==> src/rtl/rom_arbiter_pkg.sv <==
// Shared defaults and helpers for the ROM arbiter and its round-robin picker.
package rom_arb_pkg;

    localparam int DEF_N_REQ   = 4;
    localparam int DEF_ADDR_W  = 12;
    localparam int DEF_DATA_W  = 12;
    localparam int DEF_ROM_LAT = 1;

    // Requester ID width; never narrower than one bit.
    function automatic int id_width(input int n);
        return (n <= 2) ? 1 : $clog2(n);
    endfunction

endpackage

==> src/rtl/rom_arbiter_if.sv <==
// Requester-side and ROM-side bus of the ROM arbiter.
interface rom_arbiter_if
    import rom_arb_pkg::*;
#(
    parameter int N_REQ  = DEF_N_REQ,
    parameter int ADDR_W = DEF_ADDR_W,
    parameter int DATA_W = DEF_DATA_W
);

    logic [N_REQ-1:0]        req;
    logic [N_REQ*ADDR_W-1:0] addr;
    logic [N_REQ-1:0]        gnt;
    logic [ADDR_W-1:0]       rom_addr;
    logic [DATA_W-1:0]       rom_data;
    logic [N_REQ-1:0]        rd_valid;
    logic [DATA_W-1:0]       rd_data;

    modport slave (
        input  req, addr, rom_data,
        output gnt, rom_addr, rd_valid, rd_data
    );

    modport master (
        output req, addr, rom_data,
        input  gnt, rom_addr, rd_valid, rd_data
    );

endinterface

==> src/rtl/rom_arbiter_rr_pick.sv <==
// Combinational round-robin find-first: the first set req at or after ptr wins.
module rr_pick
    import rom_arb_pkg::*;
#(
    parameter int N_REQ = DEF_N_REQ,
    parameter int ID_W  = id_width(DEF_N_REQ)
) (
    input  logic [N_REQ-1:0] req_i,
    input  logic [ID_W-1:0]  ptr_i,
    output logic [N_REQ-1:0] gnt_o,
    output logic [ID_W-1:0]  win_o,
    output logic             any_o
);

    logic [2*N_REQ-1:0] req_dbl;
    logic [2*N_REQ-1:0] gnt_dbl;
    logic [N_REQ-1:0]   req_rot;
    logic [N_REQ-1:0]   first_rot;

    // Rotate so the pointed-to requester sits at bit 0, pick, rotate back.
    assign req_dbl = {req_i, req_i} >> ptr_i;
    assign req_rot = req_dbl[N_REQ-1:0];

    genvar gi;
    generate
        for (gi = 0; gi < N_REQ; gi++) begin : g_first
            if (gi == 0) begin : g_lsb
                assign first_rot[gi] = req_rot[gi];
            end else begin : g_rest
                assign first_rot[gi] = req_rot[gi] & ~(|req_rot[gi-1:0]);
            end
        end
    endgenerate

    assign gnt_dbl = {first_rot, first_rot} << ptr_i;
    assign gnt_o   = gnt_dbl[2*N_REQ-1:N_REQ];
    assign any_o   = |req_i;

    always_comb begin
        win_o = '0;
        for (int k = 0; k < N_REQ; k++) begin
            if (gnt_o[k]) begin
                win_o = ID_W'(k);
            end
        end
    end

endmodule

==> src/rtl/rom_arbiter.sv <==
// Round-robin sharing of one synchronous ROM among N_REQ requesters, with a
// valid/ID tag pipeline that steers each returning word back to its requester.
module rom_arbiter
    import rom_arb_pkg::*;
#(
    parameter int N_REQ   = DEF_N_REQ,
    parameter int ADDR_W  = DEF_ADDR_W,
    parameter int DATA_W  = DEF_DATA_W,
    parameter int ROM_LAT = DEF_ROM_LAT
) (
    input  logic          clk,
    input  logic          rst,
    rom_arbiter_if.slave  bus
);

    localparam int ID_W  = id_width(N_REQ);
    // One stage for the rom_addr register plus the ROM's own latency.
    localparam int DEPTH = 1 + ROM_LAT;

    logic [ADDR_W-1:0] addr_arr [N_REQ];
    logic [N_REQ-1:0]  pick_gnt;
    logic [ID_W-1:0]   win;
    logic              any;

    logic [ID_W-1:0]   ptr_q, ptr_d;
    logic [ADDR_W-1:0] rom_addr_q, rom_addr_d;
    logic [DEPTH-1:0]  vld_q, vld_d;
    logic [ID_W-1:0]   id_q [DEPTH];
    logic [ID_W-1:0]   id_d [DEPTH];
    logic [N_REQ-1:0]  rd_valid;

    genvar gi;
    generate
        for (gi = 0; gi < N_REQ; gi++) begin : g_addr
            assign addr_arr[gi] = bus.addr[gi*ADDR_W +: ADDR_W];
        end
    endgenerate

    rr_pick #(
        .N_REQ (N_REQ),
        .ID_W  (ID_W)
    ) u_pick (
        .req_i (bus.req),
        .ptr_i (ptr_q),
        .gnt_o (pick_gnt),
        .win_o (win),
        .any_o (any)
    );

    always_comb begin
        ptr_d      = ptr_q;
        rom_addr_d = rom_addr_q;
        vld_d      = {vld_q[DEPTH-2:0], any};
        id_d[0]    = win;
        for (int s = 1; s < DEPTH; s++) begin
            id_d[s] = id_q[s-1];
        end
        if (any) begin
            ptr_d      = (win == ID_W'(N_REQ - 1)) ? '0 : win + 1'b1;
            rom_addr_d = addr_arr[win];
        end
    end

    always_ff @(posedge clk or posedge rst) begin
        if (rst) begin
            ptr_q      <= '0;
            rom_addr_q <= '0;
            vld_q      <= '0;
            for (int s = 0; s < DEPTH; s++) begin
                id_q[s] <= '0;
            end
        end else begin
            ptr_q      <= ptr_d;
            rom_addr_q <= rom_addr_d;
            vld_q      <= vld_d;
            for (int s = 0; s < DEPTH; s++) begin
                id_q[s] <= id_d[s];
            end
        end
    end

    generate
        for (gi = 0; gi < N_REQ; gi++) begin : g_rd_valid
            assign rd_valid[gi] = vld_q[DEPTH-1] & (id_q[DEPTH-1] == ID_W'(gi));
        end
    endgenerate

    assign bus.gnt      = rst ? '0 : pick_gnt;
    assign bus.rom_addr = rom_addr_q;
    assign bus.rd_valid = rd_valid;
    assign bus.rd_data  = bus.rom_data;

endmodule

==> src/flat_wrapper.sv <==
// flat-port wrapper written by rule: the top's interface ports become plain ports
module rom_arbiter_flat import rom_arb_pkg::*;
#(
    parameter int N_REQ   = DEF_N_REQ,
    parameter int ADDR_W  = DEF_ADDR_W,
    parameter int DATA_W  = DEF_DATA_W,
    parameter int ROM_LAT = DEF_ROM_LAT
)
  (clk, rst, bus_req, bus_addr, bus_rom_data, bus_gnt, bus_rom_addr, bus_rd_valid, bus_rd_data);
  rom_arbiter_if #(.N_REQ(N_REQ), .ADDR_W(ADDR_W), .DATA_W(DATA_W)) bus_i ();
  input  logic clk;
  input  logic rst;
  input wire logic [$bits(bus_i.req)-1:0] bus_req;
  input wire logic [$bits(bus_i.addr)-1:0] bus_addr;
  input wire logic [$bits(bus_i.rom_data)-1:0] bus_rom_data;
  output wire logic [$bits(bus_i.gnt)-1:0] bus_gnt;
  output wire logic [$bits(bus_i.rom_addr)-1:0] bus_rom_addr;
  output wire logic [$bits(bus_i.rd_valid)-1:0] bus_rd_valid;
  output wire logic [$bits(bus_i.rd_data)-1:0] bus_rd_data;
  assign bus_i.req = bus_req;
  assign bus_i.addr = bus_addr;
  assign bus_i.rom_data = bus_rom_data;
  assign bus_gnt = bus_i.gnt;
  assign bus_rom_addr = bus_i.rom_addr;
  assign bus_rd_valid = bus_i.rd_valid;
  assign bus_rd_data = bus_i.rd_data;
  rom_arbiter #(.N_REQ(N_REQ), .ADDR_W(ADDR_W), .DATA_W(DATA_W), .ROM_LAT(ROM_LAT)) u_core (.clk(clk), .rst(rst), .bus(bus_i));
endmodule
==> config.mk <==
export PLATFORM = sky130hd
export DESIGN_NAME = rom_arbiter_flat
export DESIGN_NICKNAME = d
export VERILOG_FILES = /design/src/rtl/rom_arbiter_pkg.sv /design/src/rtl/rom_arbiter_if.sv /design/src/rtl/rom_arbiter_rr_pick.sv /design/src/rtl/rom_arbiter.sv /design/src/flat_wrapper.sv
export SDC_FILE = /design/constraint.sdc
export NUM_CORES = 1
export LEC_CHECK = 0
export BUFFER_PORTS_ARGS = -buffer_cell sky130_fd_sc_hd__buf_2
export CAP_MARGIN = 20
export CORE_MARGIN = 1
export CORE_UTILIZATION = 41
export DETAILED_ROUTE_END_ITERATION = 8
export GPL_TIMING_DRIVEN = 0
export PLACE_DENSITY = 0.84
export SLEW_MARGIN = 10
export SYNTH_ARGS = -nofsm -noshare
export SYNTH_HDL_FRONTEND = slang
export SYNTH_HIERARCHICAL = 1
export SYNTH_SLANG_ARGS = --single-unit
==> constraint.sdc <==
create_clock -name clk -period 2.05 [get_ports clk]
set_input_delay 0.1025 -clock clk [delete_from_list [all_inputs] [get_ports clk]]
set_output_delay 0.1025 -clock clk [all_outputs]
set_load 0.02 [all_outputs]
==> impl_metrics.tcl <==
set metrics [dict create \
    antenna_cells 0 \
    critical_path_class "reg -> reg" \
    vias 1355 \
    numCtsBuffers 3 \
    cts_tree "yes" \
    syn_area_um2 1370 \
    post-route-period-util 0.927 \
    syn_nets 201 \
    fin_crit_ns 1.90 \
    core-area_um2 3100 \
    io_pins 98 \
    wl_per_cell_um 12.7 \
    io_buffers 84 \
    crit_arrival_ns 2.09 \
    synth-simple-area-share 0.152 \
    grt.overflow.total 0 \
    outcome "finished, final reports clean" \
    crit_path_start_kind "flip-flop" \
    yosysSeqAreaShare 0.366 \
    path_max_fanout 10 \
    cts_buffer_depth 2 \
    drcViolationCount 0 \
    grt_pass1_vias 1180 \
    rsz0062_at_grt "false" \
    dieWidth_um 59.7 \
    synth_top_family_by_area "multiplexers" \
    fin_tns_setup_ns 0 \
    syn_avg_cell_area_um2 10.2 \
    synth_xor_area_frac 0 \
    final_cell_count_no_fill 267 \
    slew_headroom 0.486 \
    cts_num_sinks 20 \
    hp-class "in -> reg" \
    postSynthCellCount 134 \
    grt_pass1_wl_um 4840 \
    antenna_left 0 \
    fin_nets 291 \
    place_inst 262 \
    first_pass_iters 4 \
    end_kind "flip-flop" \
    clk_latency_ns 0.30 \
    ys_warn_count 6 \
    start_util 0.440 \
    synth_cell_type_count 29 \
    routed_via_density 5.07 \
    grt_use_total 0.185 \
    gp_congestion 0.746 \
    grt_max_degree 21 \
    holdWs_ns 0.103 \
    synth-compound-area-share 0.144 \
    synthAdderAreaFrac 0.00916 \
    setup_violations 0 \
    post-cts-setup-buffer-count 0 \
    fin_skew_ns 0.00723 \
    crit_chain "nand2b_2, a21oi_1, a211oi_2, buf_6, buf_12, mux2i_1, o221ai_1" \
    worst_slew_pin_slew_ns 0.770 \
    required_ns 2.24 \
    cts_root_buf "clkbuf_4" \
    fp-row-count 20 \
    irDropWorstVdd_mv 0.636 \
    drt_wl_total_um 3380 \
    critPathSlowestCell "dfrtp_1" \
    synthToLayoutAreaGrowth_pct 38.3 \
    antenna_found_initial 0 \
    h-tree-depth 1 \
    cpPeakStageDelay_ns 0.47 \
    dpl.hpwl_um 2630 \
    cap_violations 0 \
    clk_pin_slew_worst_paths_ns 0.12 \
    p_leak_nw 1.00 \
    final_cell_mix "buf_2, mux2i_1, dfrtp_1" \
    ys_ff_latch 20 \
    power_density_nw_per_um2 1140 \
    final-hold-violation-count 0 \
    final_common_cell "buf_2" \
    max_freq_mhz 526 \
    synth_mux_area_frac 0.192 \
    maxSlewViolCount 0 \
    dieArea_um2 3570 \
    die_h_um 59.7 \
    drive_gt1_frac 0.507 \
    drt-initial-drc-count 14 \
    rrSetupSlack_ns 0.15 \
]
## per-stage QoR
stage	power (mW)	setup WS (ns)	instance area, µm²	util
floorplan	1.57	0.415	1370	-
global placement	1.91	0.0657	1840	0.594
detailed placement	1.94	0.0216	1840	0.594
CTS	2.17	0.0115	1890	0.608
global route	2.29	0.0415	1890	0.609
finish	2.16	0.149	1890	0.609
## report_power, final
part           total (mW)  switching [mW]  internal, mW
clock network       0.230           0.122         0.108
registers           0.663           0.100         0.562
logic                1.27           0.697         0.569
total                2.16           0.919          1.24
## per-layer routing
metal / share of wire / up-vias / global-route usage
li1: - / 649 / -
met1: 0.41 / 637 / 0.197
met2: 0.51 / 61 / 0.343
met3: 0.062 / 8 / 0.0281
met4: 0.025 / 0 / 0.103
met5: 0 / - / 0
## cell type report
type / instances / area [µm²]
clock buffer: 4 / 36.3
buffer: 20 / 169
timing repair buffer: 85 / 430
tap: 44 / 55.1
fill: 293 / 1210
multi-input combinational: 89 / 679
inverter: 5 / 18.8
sequential: 20 / 500
## cell usage after synthesis (all sizes together)
| cell type | count | area [µm²] |
|---|---|---|
| a211oi | 2 | 20.0 |
| a21oi | 5 | 28.8 |
| a221oi | 1 | 8.76 |
| a311oi | 1 | 8.76 |
| and3 | 1 | 6.26 |
| and3b | 1 | 8.76 |
| buf | 19 | 164 |
| clkbuf | 1 | 3.75 |
| dfrtp | 20 | 500 |
| ha | 1 | 12.5 |
| inv | 5 | 18.8 |
| mux2 | 2 | 22.5 |
| mux2i | 24 | 240 |
| nand2 | 4 | 15.0 |
| nand2b | 16 | 103 |
| nor2 | 7 | 26.3 |
| nor2b | 5 | 31.3 |
| nor3 | 2 | 10.0 |
| nor3b | 1 | 7.51 |
| o211a | 1 | 10.0 |
| o21ai | 3 | 15.0 |
| o221ai | 12 | 105 |
## state kept, by name, indices dropped and copies added, names as in the netlist
register,cells
u_core/vld_q,2
u_core/ptr_q,2
u_core/bus.rom_addr,12
u_core/id_d,2
u_core/id_q,2
## path summary, 6_finish.rpt
path                                        startpoint                             endpoint  cells after the start
max reg2reg                u_core/ptr_q[0]$_DFFE_PP0P_   u_core/bus.rom_addr[7]$_DFFE_PP0P_                      7
max in group asynchronous                          rst  u_core/bus.rom_addr[10]$_DFFE_PP0P_                      3
min reg2reg                   u_core/id_d[0]$_DFF_PP0_             u_core/id_q[0]$_DFF_PP0_                      0
min                                        bus_addr[5]   u_core/bus.rom_addr[5]$_DFFE_PP0P_                      3
min in group asynchronous                          rst   u_core/bus.rom_addr[5]$_DFFE_PP0P_                      3
max                        u_core/ptr_q[0]$_DFFE_PP0P_   u_core/bus.rom_addr[7]$_DFFE_PP0P_                      7
## worst max-delay path, delay by kind of cell (launching register included)
kind | cells | cell delay (ns)
buffers and inverters | 2 | 0.36
and+or+nand+nor | 1 | 0.20
AOI/OAI and AO/OA | 3 | 0.52
muxes | 1 | 0.22
DFF | 1 | 0.47
## cell families (layout without fill, tap and decap cells)
family	after synthesis	in the layout
adder cells (fa/ha/maj)	1	1
AND/OR/NAND/NOR	37	37
AO/OA/AOI/OAI	25	25
buffers and inverters	25	114
multiplexers	26	26
flip-flops	20	20
## timing repair
action	CTS	global route
hold buffers	1	0
endpoints found under the hold margin	20	0
setup endpoints to repair	0	10
resized for setup	0	2
(Power assumes the default switching activity.)
